--- src/rtl/inning_counter.sv ---
`default_nettype none
// ============================================================================
//  Module      : inning_counter
//  Description : Half-inning / inning tracker for the scoreboard. Consumes the
//                three-out change pulse, advances top/bottom of each inning,
//                applies the end-of-game rules (home lead after the top of the
//                last inning, walk-off, decisive bottom half, draw at the
//                extra-inning cap) and drives the half LEDs, the one-digit
//                seven-segment inning display, the tens LED and game status.
//  Revision    : 1.0 - initial release
// ============================================================================
module inning_counter #(
  parameter int LAST_INNING = 9,
  parameter int MAX_INNING  = 12
) (
  input  logic       clk,
  input  logic       reset_n,
  input  logic       change_pulse,
  input  logic       home_lead,
  input  logic       tie,
  input  logic       new_game,
  output logic       top_led,
  output logic       bottom_led,
  output logic       game_over,
  output logic [3:0] inning,
  output logic [6:0] inning_seg,
  output logic       tens_led,
  output logic       adv_pulse,
  output logic       end_pulse
);

  // Inning thresholds narrowed to the width of the inning register.
  localparam logic [3:0] c_LAST_INNING = 4'(LAST_INNING);
  localparam logic [3:0] c_MAX_INNING  = 4'(MAX_INNING);
  localparam logic [3:0] c_FIRST       = 4'd1;
  localparam logic [3:0] c_TEN         = 4'd10;

  // Encoding 2'b11 is unused and recovers to TOP of the first inning.
  typedef enum logic [1:0] {
    S_TOP       = 2'b00,
    S_BOTTOM    = 2'b01,
    S_GAME_OVER = 2'b10
  } state_t;

  state_t     r_state;
  logic [3:0] r_inning;

  state_t     w_state_nxt;
  logic [3:0] w_inning_nxt;
  logic       w_adv_nxt;
  logic       w_end_nxt;
  logic       w_late;        // current inning is regulation-final or later
  logic       w_at_cap;      // no further extra inning is allowed
  logic [3:0] w_ones_nxt;
  logic [6:0] w_seg_nxt;

  // Active-high segment pattern (bit6..bit0 = a..g) for a decimal digit.
  function automatic logic [6:0] seg_encode(input logic [3:0] digit);
    logic [6:0] seg;
    case (digit)
      4'd0:    seg = 7'b1111110;
      4'd1:    seg = 7'b0110000;
      4'd2:    seg = 7'b1101101;
      4'd3:    seg = 7'b1111001;
      4'd4:    seg = 7'b0110011;
      4'd5:    seg = 7'b1011011;
      4'd6:    seg = 7'b1011111;
      4'd7:    seg = 7'b1110000;
      4'd8:    seg = 7'b1111111;
      4'd9:    seg = 7'b1111011;
      default: seg = 7'b0000000;
    endcase
    return seg;
  endfunction

  assign w_late   = (r_inning >= c_LAST_INNING);
  assign w_at_cap = (r_inning >= c_MAX_INNING);

  // Next half-inning state, inning number and event pulses.
  always_comb begin
    w_state_nxt  = r_state;
    w_inning_nxt = r_inning;
    w_adv_nxt    = 1'b0;
    w_end_nxt    = 1'b0;

    if (new_game) begin
      // Restart wins over any pending out pulse or walk-off, silently.
      w_state_nxt  = S_TOP;
      w_inning_nxt = c_FIRST;
    end else begin
      case (r_state)
        S_TOP: begin
          if (change_pulse) begin
            if (w_late && home_lead) begin
              // Home team already ahead: bottom half is not played.
              w_state_nxt = S_GAME_OVER;
              w_end_nxt   = 1'b1;
            end else begin
              w_state_nxt = S_BOTTOM;
              w_adv_nxt   = 1'b1;
            end
          end
        end

        S_BOTTOM: begin
          if (w_late && home_lead) begin
            // Walk-off: ends the game with or without the out pulse.
            w_state_nxt = S_GAME_OVER;
            w_end_nxt   = 1'b1;
          end else if (change_pulse) begin
            if ((w_late && !tie) || w_at_cap) begin
              // Visitor ahead after a late bottom half, or draw at the cap.
              w_state_nxt = S_GAME_OVER;
              w_end_nxt   = 1'b1;
            end else begin
              w_state_nxt  = S_TOP;
              w_inning_nxt = r_inning + 4'd1;
              w_adv_nxt    = 1'b1;
            end
          end
        end

        S_GAME_OVER: begin
          // Final inning is frozen until a restart.
          w_state_nxt  = S_GAME_OVER;
          w_inning_nxt = r_inning;
        end

        default: begin
          w_state_nxt  = S_TOP;
          w_inning_nxt = c_FIRST;
        end
      endcase
    end
  end

  // Ones digit of the next inning (range 1..15) for the display.
  assign w_ones_nxt = (w_inning_nxt >= c_TEN) ? (w_inning_nxt - c_TEN) : w_inning_nxt;
  assign w_seg_nxt  = seg_encode(w_ones_nxt);

  // State register with every output registered from its next value.
  always_ff @(posedge clk or negedge reset_n) begin
    if (!reset_n) begin
      r_state    <= S_TOP;
      r_inning   <= c_FIRST;
      top_led    <= 1'b1;
      bottom_led <= 1'b0;
      game_over  <= 1'b0;
      inning     <= c_FIRST;
      inning_seg <= 7'b0110000;
      tens_led   <= 1'b0;
      adv_pulse  <= 1'b0;
      end_pulse  <= 1'b0;
    end else begin
      r_state    <= w_state_nxt;
      r_inning   <= w_inning_nxt;
      top_led    <= (w_state_nxt == S_TOP);
      bottom_led <= (w_state_nxt == S_BOTTOM);
      game_over  <= (w_state_nxt == S_GAME_OVER);
      inning     <= w_inning_nxt;
      inning_seg <= w_seg_nxt;
      tens_led   <= (w_inning_nxt >= c_TEN);
      adv_pulse  <= w_adv_nxt;
      end_pulse  <= w_end_nxt;
    end
  end

endmodule
`default_nettype wire

--- config.mk ---
export PLATFORM = sky130hd
export DESIGN_NAME = inning_counter
export DESIGN_NICKNAME = d
export VERILOG_FILES = /design/src/rtl/inning_counter.sv
export SDC_FILE = /design/constraint.sdc
export NUM_CORES = 1
export LEC_CHECK = 0
export BUFFER_PORTS_ARGS = -buffer_cell sky130_fd_sc_hd__buf_2
export CAP_MARGIN = 20
export CORE_AREA = 8 8 56 58
export CTS_BUF_LIST = sky130_fd_sc_hd__clkbuf_2
export CTS_CLUSTER_DIAMETER = 30
export CTS_CLUSTER_SIZE = 25
export DETAILED_ROUTE_END_ITERATION = 16
export DIE_AREA = 0 0 64 66
export GPL_TIMING_DRIVEN = 0
export HOLD_SLACK_MARGIN = 0.08
export PLACE_DENSITY = 0.85
export SKIP_CTS_REPAIR_TIMING = 1
export SLEW_MARGIN = 15
export SYNTH_ARGS = -nofsm -noshare
export SYNTH_HDL_FRONTEND = slang
export SYNTH_SLANG_ARGS = --single-unit
export TNS_END_PERCENT = 5
--- constraint.sdc ---
create_clock -name clk -period 3.4 [get_ports clk]
set_input_delay 0.51 -clock clk [delete_from_list [all_inputs] [get_ports clk]]
set_output_delay 0.51 -clock clk [all_outputs]
set_load 0.03 [all_outputs]
### Word-level counts from Yosys, hierarchy flattened

Memories as Yosys holds them, arrays and structs flattened. A register that Yosys moved wholly into a read port is not among the register bits.
Index checks and enable logic that the tools add are counted.
Widths: inputs -> output; s select.

| storage, ports and cells | value |
|---|---|
| input port bits | 6 |
| memory bits (writable) | 0 |
| bits in registers | 12 |
| memory bits (read-only) | 112 |
| bits in latches | 0 |
| memories kept | 1 |

Memory list:

| memory | words | bits a word | rd ports | clocked after Yosys merged registers in | wr ports | RTL line | source |
|---|---|---|---|---|---|---|---|
| (name not given) | 16 | 7 | 1 | 1 | 0 | 60 | `case (digit)` |

| operators by class | value |
|---|---|
| shift operators | 0 |
| div/mod/pow operators | 0 |
| muxes and demuxes | 27 |
| order comparisons | 3 |
| equality and inequality tests | 4 |
| bitwise logic cells | 0 |
| $add $sub $neg | 2 |
| reductions and logical operators | 8 |
| multipliers | 0 |

Operators with widths:

| kind | count |
|---|---|
| $mux 4 | 5 |
| $ge 4x4->1 const B | 3 |
| $mux 1 | 12 |
| $mux 2 | 6 |
| $pmux 4 s2 | 1 |
| $pmux 2 s3 | 1 |
| $add 4x1->4 const B | 1 |
| $eq 2x1->1 const B | 2 |
| $eq 2x2->1 const B | 2 |
| $logic_not 2->1 | 2 |
| $pmux 1 s2 | 2 |
| $sub 4x4->4 const B | 1 |
| $logic_and 1x1->1 | 2 |
| $logic_not 1->1 | 2 |
| $reduce_or 2->1 | 1 |
| $logic_or 1x1->1 | 1 |

### Depth between registers and ports, before layout

| depth | value |
|---|---|
| word-level depth | 10 |
| gate-level depth with buffers | 12 |

### Worst setup path after synthesis

No wires, ideal clock.

| timing | value |
|---|---|
| path kind | reg2reg |
| start point | register r_inning[0] |
| end point | register inning_seg[1] |
| path slack | 0.458 ns |
| arrival | 2.855 ns |
| setup time | 0.087 ns |
| buffers on the path | 0 |
| data required time | 3.313 ns |
| clock period less this slack | 2.942 ns |
| stages on the path, launching flop included | 13 |
| cells stage by stage | dfstp_2 > inv_1 > ha_1 > nor2b_2 > o211a_4 > a211oi_4 > o21ai_2 > nand2b_1 > ha_1 > o21ai_1 > nand2_2 > or3_1 > o211ai_1 |

| on the way | value |
|---|---|
| cells in the longest elaborated chain, start to end | 10 |
| elaborated cells between the ends (all ways) | 14 |

Ends and longest elaborated chain:

| what | RTL line | source |
|---|---|---|
| from (decl) | 46 | `logic [3:0] r_inning;` |
| from (signal assigned) | 145 | `r_inning <= c_FIRST;` |
| from (signal assigned) | 156 | `r_inning <= w_inning_nxt;` |
| $ge 4x4->1 | 76 | `assign w_late = (r_inning >= c_LAST_INNING);` |
| $logic_and 1x1->1 | 111 | `if ((w_late && !tie) \|\| w_at_cap) begin` |
| $logic_or 1x1->1 | 111 |  |
| $mux 4 | 111 |  |
| $mux 4 | 110 | `end else if (change_pulse) begin` |
| $mux 4 | 106 | `if (w_late && home_lead) begin` |
| $pmux 4 s2 (*) | 91 | `case (r_state)` |
| $mux 4 (*) | 86 | `if (new_game) begin` |
| $sub 4x4->4 or $ge 4x4->1 (tied branches) | 138 | `assign w_ones_nxt = (w_inning_nxt >= c_TEN) ? (w_inning_nxt - c_TEN) : w_inning_nxt;` |
| $mux 4 (*) | 138 |  |
| to (decl) | 26 | `output logic [6:0] inning_seg,` |

Every way passes the cells marked *; elsewhere a longest branch is shown, timed or not.

### Worst setup path in the final report

Same ends and word-level chain as after synthesis.

==> run metrics <==
run status finished, final reports clean; met2 WL post-DR 1241 µm; final worst path period need 3.181 ns; synthesized area 1210 µm²; leading post-synthesis cells by cell area dfrtp_1 (31%), ha_1 (10%), dfstp_2 (8.7%); Post-synth EDFFs 0; Worst Tran Pin Value 0.4242 ns; largest net degree at the start of global routing 20; Site Rows 18; # DRC 0; clock skew 0.005110 ns; routed len/inst 14.03 µm; Placed Instances 177; Die Area 4224 µm²; YS warnings 0; Max Fclk 314.4 MHz; critical register-to-register path startpoint r_inning[0]$_DFF_PN1_; initial antenna violation count 0; Hold Crit Class in2async; Clock Tree Root clkbuf_2; Chip Height 66 µm; largest family of logic cells by synthesized area compound AO/OA/AOI/OAI gates; Post-Place Cell Area 1353 µm²; required time worst endpoint 3.64 ns; M1 WL 1077 µm; Initial Util 52.16%; TritonCTS clock tree yes; Max-slew headroom 71.72%; hpwl dp 1950 µm; simple-gate share of the synthesized area 17.79%; Max FO, Critical Path 7; post-synthesis xor/xnor area fraction 1.448%; mean area per synthesized cell 9.602 µm²; Startpoint Class flop; Worst Setup End Kind flop; TNS Setup 0 ns; Pre-antenna DRT Iters 4; port buffer count 21; final hold vios 0; P&R area growth vs syn 13.44%; RSZ-0062 raised after global routing no; share of cells above drive strength 1 27.15%; pwr dens 395.0 nW/µm²; Critical path origin r_inning[0]$_DFF_PN1_; Synth top area share 31.02%; CTS Buf Count 3; Adder-Cell Fraction of Synth Area 10.34%; cell accounting for the most synthesized area dfrtp_1; Synth Net Count 142; Total GRT Usage 12.04%; Static Leak 0.6771 nW; GP Congestion 0.9030; asr flop ratio synth 100.0%; final hold slack 0.09376 ns; highest metal used met4; Mapped Cells 126; synthesized flop and latch total 19; post-route cell area 1373 µm²; diodes inserted 0; critical path arrival 3.42 ns; nets 168; First DRT Iteration DRCs 32; Yosys cell types 41; gr ovfl total 0; Main synth FF type dfrtp_1; Skew-Pair Late Insertion Delay 0.31 ns; Synth Area in Compound Gates 22.54%; Routed Antenna Nets 0; mux contribution to synthesized area 2.792%; Ports 23; Max Cap Viol 0; vias in the first global route 957; H-tree levels 1; Max Transition Viols Final 0; Detailed Route WL 2539 µm; clock tree buffer depth 2; Worst VDD drop 0.2343 mV; Non-Filler Instances 181; clk slew on worst S/H paths 0.18 ns; wire length on met3 181 µm; Final Setup Violations 0; vias per inst 5.635; # clock sinks 19; Chip Width 64 µm; Layout Utilization 59.17%; CP Class reg2reg; Core Region 2320 µm²; crit share post-route 93.56%; register area share after synthesis 39.71%; global-route wire length before repair 4181 µm; via count 1020
## per-layer routing
layer,track usage (%),up-vias
li1,-,492
met2,21.58,35
met4,5.014,0
met5,0,-
met3,3.729,6
met1,12.84,487
## cell usage after synthesis (2+ instances only)
cell type	number
nor4_1	2
o21ai_1	7
dfstp_2	4
ha_1	10
and2_1	3
nor2_1	7
nor3_1	3
mux2i_1	2
or3_1	2
nand3_1	3
a211oi_1	3
a21oi_1	12
xnor2_1	2
dfrtp_1	15
nor2b_2	2
and3_1	4
nand2b_1	3
o211ai_1	3
clkbuf_1	2
a21o_1	2
inv_1	10
nand2_1	6
## flip-flops by register name, indices dropped and copies added, names as in the netlist
register	flops
inning_seg	7
r_inning	4
r_state	2
adv_pulse	1
bottom_led	1
end_pulse	1
game_over	1
tens_led	1
top_led	1
## metrics by stage
step	total power [W]	setup WS [ns]
5_1_grt	0.0005727	0.07528
3_3_place_gp	0.0004432	0.3576
2_1_floorplan	0.0004006	0.4582
6_report	0.0005421	0.2189
4_1_cts	0.0005454	0.2539
3_5_place_dp	0.0004508	0.2974
## cell families after synthesis
| kind of cell | after synthesis |
|---|---|
| simple gates | 39 |
| compound gates | 38 |
| flops | 19 |
| buf+inv | 15 |
| fa+ha+maj | 10 |
| mux | 3 |
| xor+xnor | 2 |
## final timing paths
| path | to | slack (ns) | cells past startpoint |
|---|---|---|---|
| max reg2reg | inning_seg[1]$_DFF_PN0_ | 0.22 | 12 |
| min | game_over$_DFF_PN0_ | 0.09 | 1 |
| max in group asynchronous | top_led$_DFF_PN1_ | 2.98 | 1 |
| min in group clk | adv_pulse$_DFF_PN0_ | 0.47 | 2 |
| min reg2reg | end_pulse$_DFF_PN0_ | 0.76 | 2 |
| max | inning_seg[1]$_DFF_PN0_ | 0.22 | 12 |
## layout make-up
class	count	area, µm²
Tap cell	30	37.54
Multi-Input combinational cell	92	664.4
Timing Repair Buffer	21	105.1
Fill cell	210	947.2
Buffer	4	23.77
Inverter	11	41.29
Clock buffer	3	15.01
Sequential cell	19	480.5
Clock inverter	1	5.005
## report_power, final
| part | leakage, nW | internal, W | switching (W) |
|---|---|---|---|
| Clock | 0.0164 | 0.0000266 | 0.0000686 |
| Sequential | 0.244 | 0.000251 | 0.0000101 |
| Combinational | 0.416 | 0.0000611 | 0.000125 |
| Total | 0.677 | 0.000339 | 0.000203 |
## critical path, cell delays in order, from the launching register on
cell and delay [ns]:
dfstp_2 0.62, inv_1 0.07, ha_1 0.19, nor2b_2 0.19, o211a_4 0.26, a211oi_4 0.30
o21ai_2 0.16, nand2b_1 0.15, ha_1 0.28, o21ai_1 0.23, nand2_2 0.14, or3_1 0.39
o211ai_1 0.12
## cells in the final DEF, fill, tap and decap left out, types with 2 or more instances in the layout
master    synthesis  final
buf_2             1     22
dfrtp_1          15     15
a21oi_1          12     12
inv_1            10     10
ha_1             10     10
nor2_1            7      7
o21ai_1           7      7
nand2_1           6      6
and3_1            4      4
dfstp_2           4      4
and2_1            3      3
a211oi_1          3      3
nand2b_1          3      3
nand3_1           3      3
o211ai_1          3      3
nor3_1            3      3
clkbuf_2          0      3
clkbuf_1          2      2
nor2b_2           2      2
xnor2_1           2      2
nor4_1            2      2
or3_1             2      2
a21o_1            2      2
mux2i_1           2      2
Power figures use the tool's default switching activity.
